==> config.mk <==
export PLATFORM = sky130hd
export DESIGN_NAME = axil_master
export DESIGN_NICKNAME = d
export VERILOG_FILES = /design/src/rtl/axil_master.sv
export SDC_FILE = /design/constraint.sdc
export NUM_CORES = 1
export LEC_CHECK = 0
export ABC_AREA = 0
export BUFFER_PORTS_ARGS = -buffer_cell sky130_fd_sc_hd__buf_2
export CORE_MARGIN = 4
export CORE_UTILIZATION = 45
export DETAILED_ROUTE_END_ITERATION = 10
export PLACE_DENSITY = 0.81
export SYNTH_ARGS = -nofsm -noshare
export SYNTH_HDL_FRONTEND = slang
export SYNTH_SLANG_ARGS = --single-unit
==> constraint.sdc <==
create_clock -name clk -period 4.13 [get_ports clk]
set_input_delay 0.413 -clock clk [delete_from_list [all_inputs] [get_ports clk]]
set_output_delay 0.413 -clock clk [all_outputs]
set_load 0.005 [all_outputs]
==> src/rtl/axil_master.sv <==
// Single-outstanding AXI4-Lite initiator: turns one command into an AW/W/B
// write or an AR/R read and hands back one response.
module axil_master #(
    parameter int unsigned DATA_WIDTH = 32,
    parameter int unsigned ADDR_WIDTH = 16,
    parameter int unsigned STRB_WIDTH = DATA_WIDTH / 8,
    parameter logic [2:0]  PROT       = 3'b000
) (
    input  logic                  clk,
    input  logic                  rst,

    input  logic                  cmd_valid,
    output logic                  cmd_ready,
    input  logic                  cmd_write,
    input  logic [ADDR_WIDTH-1:0] cmd_addr,
    input  logic [DATA_WIDTH-1:0] cmd_wdata,
    input  logic [STRB_WIDTH-1:0] cmd_wstrb,

    output logic                  rsp_valid,
    input  logic                  rsp_ready,
    output logic                  rsp_write,
    output logic [DATA_WIDTH-1:0] rsp_rdata,
    output logic [1:0]            rsp_resp,

    output logic [ADDR_WIDTH-1:0] m_axil_awaddr,
    output logic [2:0]            m_axil_awprot,
    output logic                  m_axil_awvalid,
    input  logic                  m_axil_awready,
    output logic [DATA_WIDTH-1:0] m_axil_wdata,
    output logic [STRB_WIDTH-1:0] m_axil_wstrb,
    output logic                  m_axil_wvalid,
    input  logic                  m_axil_wready,
    input  logic [1:0]            m_axil_bresp,
    input  logic                  m_axil_bvalid,
    output logic                  m_axil_bready,
    output logic [ADDR_WIDTH-1:0] m_axil_araddr,
    output logic [2:0]            m_axil_arprot,
    output logic                  m_axil_arvalid,
    input  logic                  m_axil_arready,
    input  logic [DATA_WIDTH-1:0] m_axil_rdata,
    input  logic [1:0]            m_axil_rresp,
    input  logic                  m_axil_rvalid,
    output logic                  m_axil_rready
);

    typedef enum logic [2:0] {
        IDLE         = 3'd0,
        WR_ADDR_DATA = 3'd1,
        WR_RESP      = 3'd2,
        RD_ADDR      = 3'd3,
        RD_DATA      = 3'd4,
        RESP         = 3'd5
    } state_e;

    state_e                state_q, state_d;
    logic                  cmd_ready_q, cmd_ready_d;
    logic                  write_q, write_d;
    logic [ADDR_WIDTH-1:0] addr_q, addr_d;
    logic [DATA_WIDTH-1:0] wdata_q, wdata_d;
    logic [STRB_WIDTH-1:0] wstrb_q, wstrb_d;
    logic                  awvalid_q, awvalid_d;
    logic                  wvalid_q, wvalid_d;
    logic                  aw_done_q, aw_done_d;
    logic                  w_done_q, w_done_d;
    logic                  bready_q, bready_d;
    logic                  arvalid_q, arvalid_d;
    logic                  rready_q, rready_d;
    logic                  rsp_valid_q, rsp_valid_d;
    logic [DATA_WIDTH-1:0] rsp_rdata_q, rsp_rdata_d;
    logic [1:0]            rsp_resp_q, rsp_resp_d;

    logic aw_hs, w_hs;

    assign aw_hs = awvalid_q & m_axil_awready;
    assign w_hs  = wvalid_q & m_axil_wready;

    always_ff @(posedge clk or posedge rst) begin
        if (rst) begin
            state_q     <= IDLE;
            cmd_ready_q <= 1'b0;
            write_q     <= 1'b0;
            addr_q      <= '0;
            wdata_q     <= '0;
            wstrb_q     <= '0;
            awvalid_q   <= 1'b0;
            wvalid_q    <= 1'b0;
            aw_done_q   <= 1'b0;
            w_done_q    <= 1'b0;
            bready_q    <= 1'b0;
            arvalid_q   <= 1'b0;
            rready_q    <= 1'b0;
            rsp_valid_q <= 1'b0;
            rsp_rdata_q <= '0;
            rsp_resp_q  <= 2'b00;
        end else begin
            state_q     <= state_d;
            cmd_ready_q <= cmd_ready_d;
            write_q     <= write_d;
            addr_q      <= addr_d;
            wdata_q     <= wdata_d;
            wstrb_q     <= wstrb_d;
            awvalid_q   <= awvalid_d;
            wvalid_q    <= wvalid_d;
            aw_done_q   <= aw_done_d;
            w_done_q    <= w_done_d;
            bready_q    <= bready_d;
            arvalid_q   <= arvalid_d;
            rready_q    <= rready_d;
            rsp_valid_q <= rsp_valid_d;
            rsp_rdata_q <= rsp_rdata_d;
            rsp_resp_q  <= rsp_resp_d;
        end
    end

    // Every handshake output is computed one cycle ahead so all outputs are flops.
    always_comb begin
        state_d     = state_q;
        cmd_ready_d = cmd_ready_q;
        write_d     = write_q;
        addr_d      = addr_q;
        wdata_d     = wdata_q;
        wstrb_d     = wstrb_q;
        awvalid_d   = awvalid_q;
        wvalid_d    = wvalid_q;
        aw_done_d   = aw_done_q;
        w_done_d    = w_done_q;
        bready_d    = bready_q;
        arvalid_d   = arvalid_q;
        rready_d    = rready_q;
        rsp_valid_d = rsp_valid_q;
        rsp_rdata_d = rsp_rdata_q;
        rsp_resp_d  = rsp_resp_q;

        unique case (state_q)
            IDLE: begin
                cmd_ready_d = 1'b1;
                if (cmd_valid && cmd_ready_q) begin
                    cmd_ready_d = 1'b0;
                    write_d     = cmd_write;
                    addr_d      = cmd_addr;
                    if (cmd_write) begin
                        wdata_d   = cmd_wdata;
                        wstrb_d   = cmd_wstrb;
                        awvalid_d = 1'b1;
                        wvalid_d  = 1'b1;
                        aw_done_d = 1'b0;
                        w_done_d  = 1'b0;
                        state_d   = WR_ADDR_DATA;
                    end else begin
                        arvalid_d = 1'b1;
                        state_d   = RD_ADDR;
                    end
                end
            end
            WR_ADDR_DATA: begin
                if (aw_hs) begin
                    awvalid_d = 1'b0;
                    aw_done_d = 1'b1;
                end
                if (w_hs) begin
                    wvalid_d = 1'b0;
                    w_done_d = 1'b1;
                end
                if ((aw_done_q || aw_hs) && (w_done_q || w_hs)) begin
                    bready_d = 1'b1;
                    state_d  = WR_RESP;
                end
            end
            WR_RESP: begin
                if (m_axil_bvalid && bready_q) begin
                    bready_d    = 1'b0;
                    rsp_resp_d  = m_axil_bresp;
                    rsp_rdata_d = '0;
                    rsp_valid_d = 1'b1;
                    state_d     = RESP;
                end
            end
            RD_ADDR: begin
                if (arvalid_q && m_axil_arready) begin
                    arvalid_d = 1'b0;
                    rready_d  = 1'b1;
                    state_d   = RD_DATA;
                end
            end
            RD_DATA: begin
                if (m_axil_rvalid && rready_q) begin
                    rready_d    = 1'b0;
                    rsp_resp_d  = m_axil_rresp;
                    rsp_rdata_d = m_axil_rdata;
                    rsp_valid_d = 1'b1;
                    state_d     = RESP;
                end
            end
            RESP: begin
                if (rsp_ready) begin
                    rsp_valid_d = 1'b0;
                    cmd_ready_d = 1'b1;
                    state_d     = IDLE;
                end
            end
            default: state_d = IDLE;
        endcase
    end

    assign cmd_ready      = cmd_ready_q;
    assign rsp_valid      = rsp_valid_q;
    assign rsp_write      = write_q;
    assign rsp_rdata      = rsp_rdata_q;
    assign rsp_resp       = rsp_resp_q;
    assign m_axil_awaddr  = addr_q;
    assign m_axil_awprot  = PROT;
    assign m_axil_awvalid = awvalid_q;
    assign m_axil_wdata   = wdata_q;
    assign m_axil_wstrb   = wstrb_q;
    assign m_axil_wvalid  = wvalid_q;
    assign m_axil_bready  = bready_q;
    assign m_axil_araddr  = addr_q;
    assign m_axil_arprot  = PROT;
    assign m_axil_arvalid = arvalid_q;
    assign m_axil_rready  = rready_q;

endmodule

==> flow_summary.toml, run 1 <==
[synth]
synth_top_family_by_area = "multiplexers"
ys_async_sr_fraction = 1.00
synth_edf_count = 0
synth_ff_type = "dfrtp_1"
synth_top_area_frac = 0.596
synth_top_cell_by_area = "dfrtp_1"
synth-xor-area-share = 0
synth_cells = 364
synth_commonest_cells = "dfrtp_1 (99), nand2_1 (89), mux2_2 (45)"
synth_area_mm2 = 0.00416
ys_seq_elements = 99
synth_warnings = 0
synth_compound_area_frac = 0.0762
synth_most_common_cell = "dfrtp_1"
synth_simple_gate_area_frac = 0.106
syn_area_per_cell_um2 = 11.4
ys_top_cells_by_area = "dfrtp_1 (60%), mux2_2 (12%), nand2_1 (8.0%)"
synth.yosys.seq_area_share = 0.596
muxShareOfSynthArea = 0.152
synth.distinct_cells = 28
synth_adder_area_share = 0

[clock_network]
cts_sinks = 99
ctsHoldBuffers = 0
htreeDepth = 3
cts_setup_buffers = 0
cts_buffers = 9
clock_latency_ps = 350
clockBufferDepth = 2
cts_root_buf = "clkbuf_8"
ctsResizeCount = 0
cts_tree = "yes"
cts.reportedPaths.clkPinSlew_ps = 100

[global_routing]
grtUsageMet3 = 0.0546
met2_usage = 0.305
grt_antenna_before_repair = 0
met1_usage = 0.216
grt_pass1_vias = 3375
grt_pass1_wl_mm = 16.2
overflow = 0
track_usage = 0.181
top_usage_layer = "met2"
grt_max_degree = 70

[floorplanning]
rows = 34
fp.dieH_um = 104
core_area_mm2 = 0.00885
die_w_um = 104
die_area_mm2 = 0.0108
start_util = 0.470
pin_count = 214

[job]
cap_violations = 0

[routing]
drt-initial-drc-count = 162
drt_pre_antenna_iters = 4
ant_nets = 0
drcViolationCount = 0
wl_mm = 9.76
vias = 3252
avgRoutedWirePerCell_um = 14.7
via_per_inst = 4.91

[timing]
fin_ws_ps = 1910
finalHoldViolCount = 0
setup_viol = 0
finalCriticalPeriod_ps = 2220
worstMarginPinSlew_ps = 1090
finClkSkew_ps = 9.32
fin_tns_setup_ps = 0
rsz0062_at_grt = "no"
drv_slew = 0
post-route-period-util = 0.538
slew_headroom = 0.271
max_freq_mhz = 450

[worst_setup_path]
critPathMaxFanout = 27
path_cells = "nor3b_4, buf_4, nand2_1, o21ai_0"
rr_endpoint = "rsp_rdata[15]$_DFFE_PP0P_"
critPathRequiredTime_ps = 4380
cp-endpoint = "rsp_rdata[15]$_DFFE_PP0P_"
slowest_delay_ps = 970
worstSetupStartpoint = "state_q[2]$_DFFE_PP0P_"
start_kind = "flip-flop"
worstReg2RegStart = "state_q[2]$_DFFE_PP0P_"
worstSetupPathType = "reg2reg"
r2r_setup_slack_ps = 1910
end_kind = "flip-flop"
critical_path_arrival_ps = 2470
worst_path_max_delay_cell = "nor3b_4"
r2r.worst_path.cells = 4

[placement]
numPortBuffers = 207
place.gp.congestion = 0.753
dp.final_hpwl_mm = 7.37
placed_cell_area_mm2 = 0.00511
place_inst = 646
dpl_worst_slack_ps = 1920

[layout]
instances_no_fill = 662
diodes = 0
fin_area_mm2 = 0.00528
fin_nets = 647
regArea_mm2 = 0.00248
n_fill_cell = 743
layout-drive-gt1-share = 0.507
multi_input_area_mm2 = 0.00142
syn_to_final_growth_pct = 27.1

[power]
power.leakage_nw = 2.74
ir_drop_v = 0.000315
power_mw = 3.34
power_density_mw_per_mm2 = 633

[outcome]
status = "finished, final reports clean"

[min_path]
min_path_type = "in2async"
-- cells by family after synthesis --
| family | after synthesis |
|---|---|
| other | 1 |
| AOI/OAI and AO/OA | 59 |
| DFF | 99 |
| buffers and inverters | 46 |
| muxes | 54 |
| and+or+nand+nor | 105 |
-- layer usage --
| layer | part of all wire | vias to the layer above | routed length, µm |
|---|---|---|---|
| met5 | 0 | - | 0 |
| met4 | 0.023 | 0 | 228 |
| met3 | 0.092 | 24 | 895 |
| met2 | 0.49 | 152 | 4830 |
| met1 | 0.39 | 1516 | 3810 |
| li1 | - | 1560 | - |
-- cells in the final DEF (no fill, tap or decap), types with 6 or more instances in the layout --
cell type  instances
buf_2            207
nor2_1             7
mux2_4             7
dfrtp_1           99
conb_1             6
o21ai_0           26
mux2_2            45
clkbuf_8           9
nand2_1           88
o21ai_1           12
a21oi_1           12
-- worst min path at each step --
stage	cells past startpoint	slack, ps	to
after detailed placement	2	460	rsp_rdata[20]$_DFFE_PP0P_
after floorplan	2	470	rsp_rdata[10]$_DFFE_PP0P_
after CTS	2	250	m_axil_wdata[0]$_DFFE_PP0P_
after global placement	2	460	rsp_rdata[14]$_DFFE_PP0P_
after global routing	2	260	m_axil_wdata[1]$_DFFE_PP0P_
final	2	230	m_axil_wdata[5]$_DFFE_PP0P_
-- per-stage QoR --
step / hold slack, ps / utilization
global placement: 456 / 0.578
global route: 257 / 0.597
CTS: 248 / 0.597
detailed placement: 465 / 0.578
finish: 233 / 0.597
floorplan: 473 / -
-- registers in the layout, indices dropped and copies added, names as in the netlist --
signal / count
m_axil_rready: 1
m_axil_arvalid: 1
rsp_write: 1
w_done_q: 1
rsp_valid: 1
rsp_resp: 2
m_axil_bready: 1
state_q: 3
m_axil_wvalid: 1
m_axil_araddr: 16
rsp_rdata: 32
cmd_ready: 1
m_axil_wdata: 32
m_axil_awvalid: 1
m_axil_wstrb: 4
aw_done_q: 1
-- critical path: cells and delay by family (launching register included) --
kind / cells / cell delay (ps)
compound gates: 1 / 190
flops: 1 / 610
buf+inv: 1 / 300
simple gates: 2 / 1030
-- cell type report --
type	count	share of cell area
multi-input combinational	224	0.268
clock buffer	11	0.0249
timing repair buffer	211	0.202
inverter	4	0.00332
clock inverter	5	0.00758
tap	108	0.0256
sequential	99	0.469
-- where the power goes --
| part | leakage (nW) | internal (mW) | switching (mW) | total [mW] |
|---|---|---|---|---|
| Clock | 0.0757 | 0.222 | 0.332 | 0.553 |
| Sequential | 1.26 | 1.32 | 0.254 | 1.58 |
| Combinational | 1.40 | 0.676 | 0.536 | 1.21 |
| Total | 2.74 | 2.22 | 1.12 | 3.34 |
No activity file was read; power rests on OpenSTA's default activity.
==> run 2, diff against run 1 <==
clock period = 2.15 ns   (was 4.13 ns; I/O delays follow)
==> flow_summary.toml, run 2 (synthesized netlist as in run 1, its figures left out) <==
[outcome]
status = "finished, final reports clean"

[layout]
syn_to_final_growth_pct = 28.3
fin_nets = 649
fin_area_mm2 = 0.00533
layout-drive-gt1-share = 0.511
diodes = 0
mostFrequentLayoutCell = "buf_2"
final_cell_mix = "buf_2 (207), dfrtp_1 (99), nand2_1 (88)"

[worst_setup_path]
worstSetupPathType = "reg2reg"
critPathRequiredTime_ps = 2370
critical_path_arrival_ps = 2000
start_kind = "flip-flop"
critPathMaxFanout = 39
end_kind = "flip-flop"

[timing]
finClkSkew_ps = 14.0
fin_ws_ps = 368
max_freq_mhz = 561
fin_tns_setup_ps = 0
setup_viol = 0
worstMarginPinSlew_ps = 505
rsz0062_at_grt = "no"
post-route-period-util = 0.829
slew_headroom = 0.663
drv_slew = 0
finalHoldViolCount = 0
finalCriticalPeriod_ps = 1780

[clock_network]
ctsResizeCount = 0
ctsHoldBuffers = 0
cts_setup_buffers = 0
cts.reportedPaths.clkPinSlew_ps = 100
cts_root_buf = "clkbuf_8"
htreeDepth = 3
cts_sinks = 99
clockBufferDepth = 2
clock_latency_ps = 340
cts_tree = "yes"
cts_buffers = 9

[power]
power.leakage_nw = 2.76
power_density_mw_per_mm2 = 1210
ir_drop_v = 0.000727

[placement]
numPortBuffers = 207
dpl_worst_slack_ps = 374
dp.final_hpwl_mm = 6.98
place.gp.congestion = 0.797
placed_cell_area_mm2 = 0.00516

[global_routing]
grt_antenna_before_repair = 0
overflow = 0
grt_pass1_wl_mm = 15.2
track_usage = 0.168
grt_pass1_vias = 3291
grt_max_degree = 100

[routing]
ant_nets = 0
drt_pre_antenna_iters = 4
drt-initial-drc-count = 162
drcViolationCount = 0
avgRoutedWirePerCell_um = 14.1
via_per_inst = 4.79
wl_mm = 9.34
vias = 3169

[floorplanning]
fp.dieH_um = 104
core_area_mm2 = 0.00885
start_util = 0.470
die_area_mm2 = 0.0108
die_w_um = 104
pin_count = 214
rows = 34

[min_path]
min_path_type = "in2async"

[job]
cap_violations = 0
run 2: final cells by class:
class                           count  area [µm²]
Clock buffer                       10         138
Clock inverter                      4        28.8
Fill cell                         735        3520
Inverter                            4        18.8
Multi-Input combinational cell    224        1420
Sequential cell                    99        2480
Tap cell                          108         135
Timing Repair Buffer              213        1120
run 2: final timing paths:
| path | from | end | slack [ps] | depth (start not counted) |
|---|---|---|---|---|
| max | state_q[1]$_DFFE_PP0P_ | m_axil_wdata[6]$_DFFE_PP0P_ | 370 | 4 |
| min | rst | rsp_rdata[29]$_DFFE_PP0P_ | 30 | 3 |
| max reg2reg | state_q[1]$_DFFE_PP0P_ | m_axil_wdata[6]$_DFFE_PP0P_ | 370 | 4 |
| min reg2reg | rsp_rdata[9]$_DFFE_PP0P_ | rsp_rdata[9]$_DFFE_PP0P_ | 480 | 2 |
| max in group asynchronous | rst | rsp_valid$_DFFE_PP0P_ | 1750 | 3 |
| min in group clk | m_axil_rdata[26] | rsp_rdata[26]$_DFFE_PP0P_ | 90 | 3 |
run 2: where the power goes:
| group | switching, mW | total (mW) | internal [mW] |
|---|---|---|---|
| Sequential | 0.452 | 3.00 | 2.54 |
| Clock | 0.590 | 1.03 | 0.440 |
| Combinational | 1.07 | 2.40 | 1.33 |
run 2: stage by stage:
step / utilization / power [mW] / hold slack, ps / instances
6_report: 0.603 / 6.43 / 28.4 / 662
5_1_grt: 0.603 / 6.91 / 59.0 / 662
4_1_cts: 0.603 / 6.53 / 31.0 / 662
3_5_place_dp: 0.584 / 5.48 / 418 / 648
3_3_place_gp: 0.584 / 5.34 / 405 / 648
2_1_floorplan: - / 4.51 / 301 / 369
run 2: routing by layer:
metal	track usage	vias to the layer above	wire length, µm
met4	0.0522	0	98
met5	0	-	0
met3	0.0509	9	763
met1	0.198	1469	3860
met2	0.293	136	4610
li1	-	1555	-
run 2: worst max-delay path: stages (launching register included):
cell	delay [ps]
dfrtp_1	650
nor4_4	100
nand2_1	80
buf_4	420
mux2_2	400
==> run 3, diff against run 2 <==
ABC_AREA = 1   (was 0)
CORE_UTILIZATION = 41   (was 45)
PLACE_DENSITY = 0.78   (was 0.81)
clock period = 1.6 ns   (was 2.15 ns; I/O delays follow)
==> flow_summary.toml, run 3 <==
[timing]
slew_headroom = 0.658
finalHoldViolCount = 0
finalCriticalPeriod_ps = 1540
worstMarginPinSlew_ps = 513
setup_viol = 0
drv_slew = 0
hold_ws_ps = 12.2
finClkSkew_ps = 10.5
rsz0062_at_grt = "yes"
max_freq_mhz = 648
post-route-period-util = 0.965

[global_routing]
track_usage = 0.184
grt_pass1_wl_mm = 17.7
overflow = 0
grt_antenna_before_repair = 0
grt_max_degree = 100
grt_pass1_vias = 3814

[synth]
synth_top_cell_by_area = "dfrtp_1"
synth.yosys.seq_area_share = 0.577
synth_area_mm2 = 0.00429
synth_warnings = 0
ys_async_sr_fraction = 1.00
synth_cells = 508
ys_seq_elements = 99
synth_commonest_cells = "nand2_1 (279), dfrtp_1 (99), o21ai_0 (34)"
synth_edf_count = 0
syn_area_per_cell_um2 = 8.45
synth.distinct_cells = 22
synth_top_area_frac = 0.577
ys_top_cells_by_area = "dfrtp_1 (58%), nand2_1 (24%), buf_4 (4.0%)"
synth_most_common_cell = "nand2_1"
synth_ff_type = "dfrtp_1"

[worst_setup_path]
r2r.worst_path.cells = 9
end_kind = "flip-flop"
start_kind = "flip-flop"
critPathMaxFanout = 9
worstSetupPathType = "reg2reg"
critPathRequiredTime_ps = 1900
r2r_setup_slack_ps = 60
rr_endpoint = "m_axil_wdata[21]$_DFFE_PP0P_"
critical_path_arrival_ps = 1840
worstReg2RegStart = "state_q[0]$_DFFE_PP0P_"

[layout]
syn_to_final_growth_pct = 43.4
fin_nets = 848
mostFrequentLayoutCell = "nand2_1"
final_cell_mix = "nand2_1 (277), buf_2 (207), dfrtp_1 (97)"
layout-drive-gt1-share = 0.347
diodes = 0
n_fill_cell = 912
utilization = 0.599

[min_path]
worst_hold_startpoint = "cmd_addr[11]"
min_path_type = "in2reg"
worstHoldPathCells = 3
min_to = "m_axil_araddr[11]$_DFFE_PP0P_"

[clock_network]
cts_root_buf = "clkbuf_8"
clockBufferDepth = 2
cts.reportedPaths.clkPinSlew_ps = 100
clock_latency_ps = 360
cts_tree = "yes"
htreeDepth = 3
cts_buffers = 9
cts_sinks = 99

[floorplanning]
die_w_um = 110
core_area_mm2 = 0.0103
rows = 37
start_util = 0.418
pin_count = 214
die_area_mm2 = 0.0122
fp.dieH_um = 110

[power]
power.leakage_nw = 3.51
ir_drop_v = 0.000678
power_density_mw_per_mm2 = 1730

[placement]
numPortBuffers = 207
place.gp.congestion = 0.888
dp.final_hpwl_mm = 7.85

[outcome]
status = "finished, final reports clean"

[routing]
vias = 4065
drt_pre_antenna_iters = 6
wl_mm = 12.2
drt-initial-drc-count = 169
via_per_inst = 4.57
drcViolationCount = 0
ant_nets = 0
avgRoutedWirePerCell_um = 13.7

[job]
cap_violations = 0
## run 3: cell count changes after synthesis, sizes merged, moves of 4 or more
cell   change
nand2    +191
a31oi      -4
inv       +15
a21oi     -10
nand3     +12
mux2      -52
## run 3: worst max-delay path, cell delays in order, from the launching register on
cell	delay, ps
dfrtp_2	460
nor2_4	180
nand2_4	100
nor2_8	130
clkinv_8	60
nor2_4	130
buf_12	140
clkbuf_16	150
nand2_1	50
nand2_1	70
## run 3: power breakdown
| group | internal, mW | switching [mW] |
|---|---|---|
| logic | 2.18 | 2.61 |
| clock network | 0.721 | 0.878 |
| registers | 3.61 | 0.668 |
## run 3: through the flow
stage	cells	setup slack [ps]	cell area, µm²	TNS (ps)	total power [mW]
final	890	55.7	6160	0	10.7
after global routing	890	-10.2	6160	-64.1	11.6
after CTS	876	9.77	5910	0	10.2
after detailed placement	820	-111	5300	-3500	8.49
after global placement	820	9.41	5300	0	8.30
after floorplan	513	78.9	4310	0	6.85
## run 3: area by class of cell
| type | instances | area (µm²) | area share |
|---|---|---|---|
| timing repair buffer | 270 | 1760 | 0.285 |
| tap | 136 | 170 | 0.0276 |
| multi-input combinational | 350 | 1460 | 0.237 |
| clock inverter | 6 | 66.3 | 0.0108 |
| sequential | 99 | 2480 | 0.403 |
| inverter | 20 | 104 | 0.0169 |
| clock buffer | 9 | 124 | 0.0201 |
## run 3: metal layers
| layer | part of all wire | GRT usage | routed length (µm) | vias to the layer above |
|---|---|---|---|---|
| met5 | 0 | 0 | 0 | - |
| met4 | 0.016 | 0.0660 | 199 | 0 |
| met3 | 0.066 | 0.0414 | 808 | 24 |
| met2 | 0.52 | 0.323 | 6360 | 151 |
| met1 | 0.40 | 0.222 | 4840 | 1881 |
| li1 | - | - | - | 2009 |
## run 3: logic make-up after synthesis
| family | Yosys count | synth area share |
|---|---|---|
| AOI/OAI and AO/OA | 40 | 0.0466 |
| buffers and inverters | 64 | 0.0942 |
| DFF | 99 | 0.577 |
| other | 1 | 0.000874 |
| and+or+nand+nor | 304 | 0.281 |
## run 3: worst max-delay path by stage
stage,start,to,slack (ps),depth (start not counted)
floorplan,state_q[0]$_DFFE_PP0P_,m_axil_wdata[10]$_DFFE_PP0P_,80,11
global placement,state_q[0]$_DFFE_PP0P_,m_axil_wdata[10]$_DFFE_PP0P_,9,8
detailed placement,state_q[0]$_DFFE_PP0P_,m_axil_wdata[8]$_DFFE_PP0P_,-110,8
CTS,state_q[0]$_DFFE_PP0P_,m_axil_wdata[14]$_DFFE_PP0P_,10,8
global route,state_q[0]$_DFFE_PP0P_,m_axil_wdata[2]$_DFFE_PP0P_,-10,9
finish,state_q[0]$_DFFE_PP0P_,m_axil_wdata[21]$_DFFE_PP0P_,60,9
## run 3: repair_timing
action	4_1_cts	5_1_grt
setup buffers	0	8
hold endpoints to repair	139	0
cloned	0	6
hold buffers	41	0
pin swaps	0	4
endpoints found under the setup margin	40	74
resized for setup	2	16
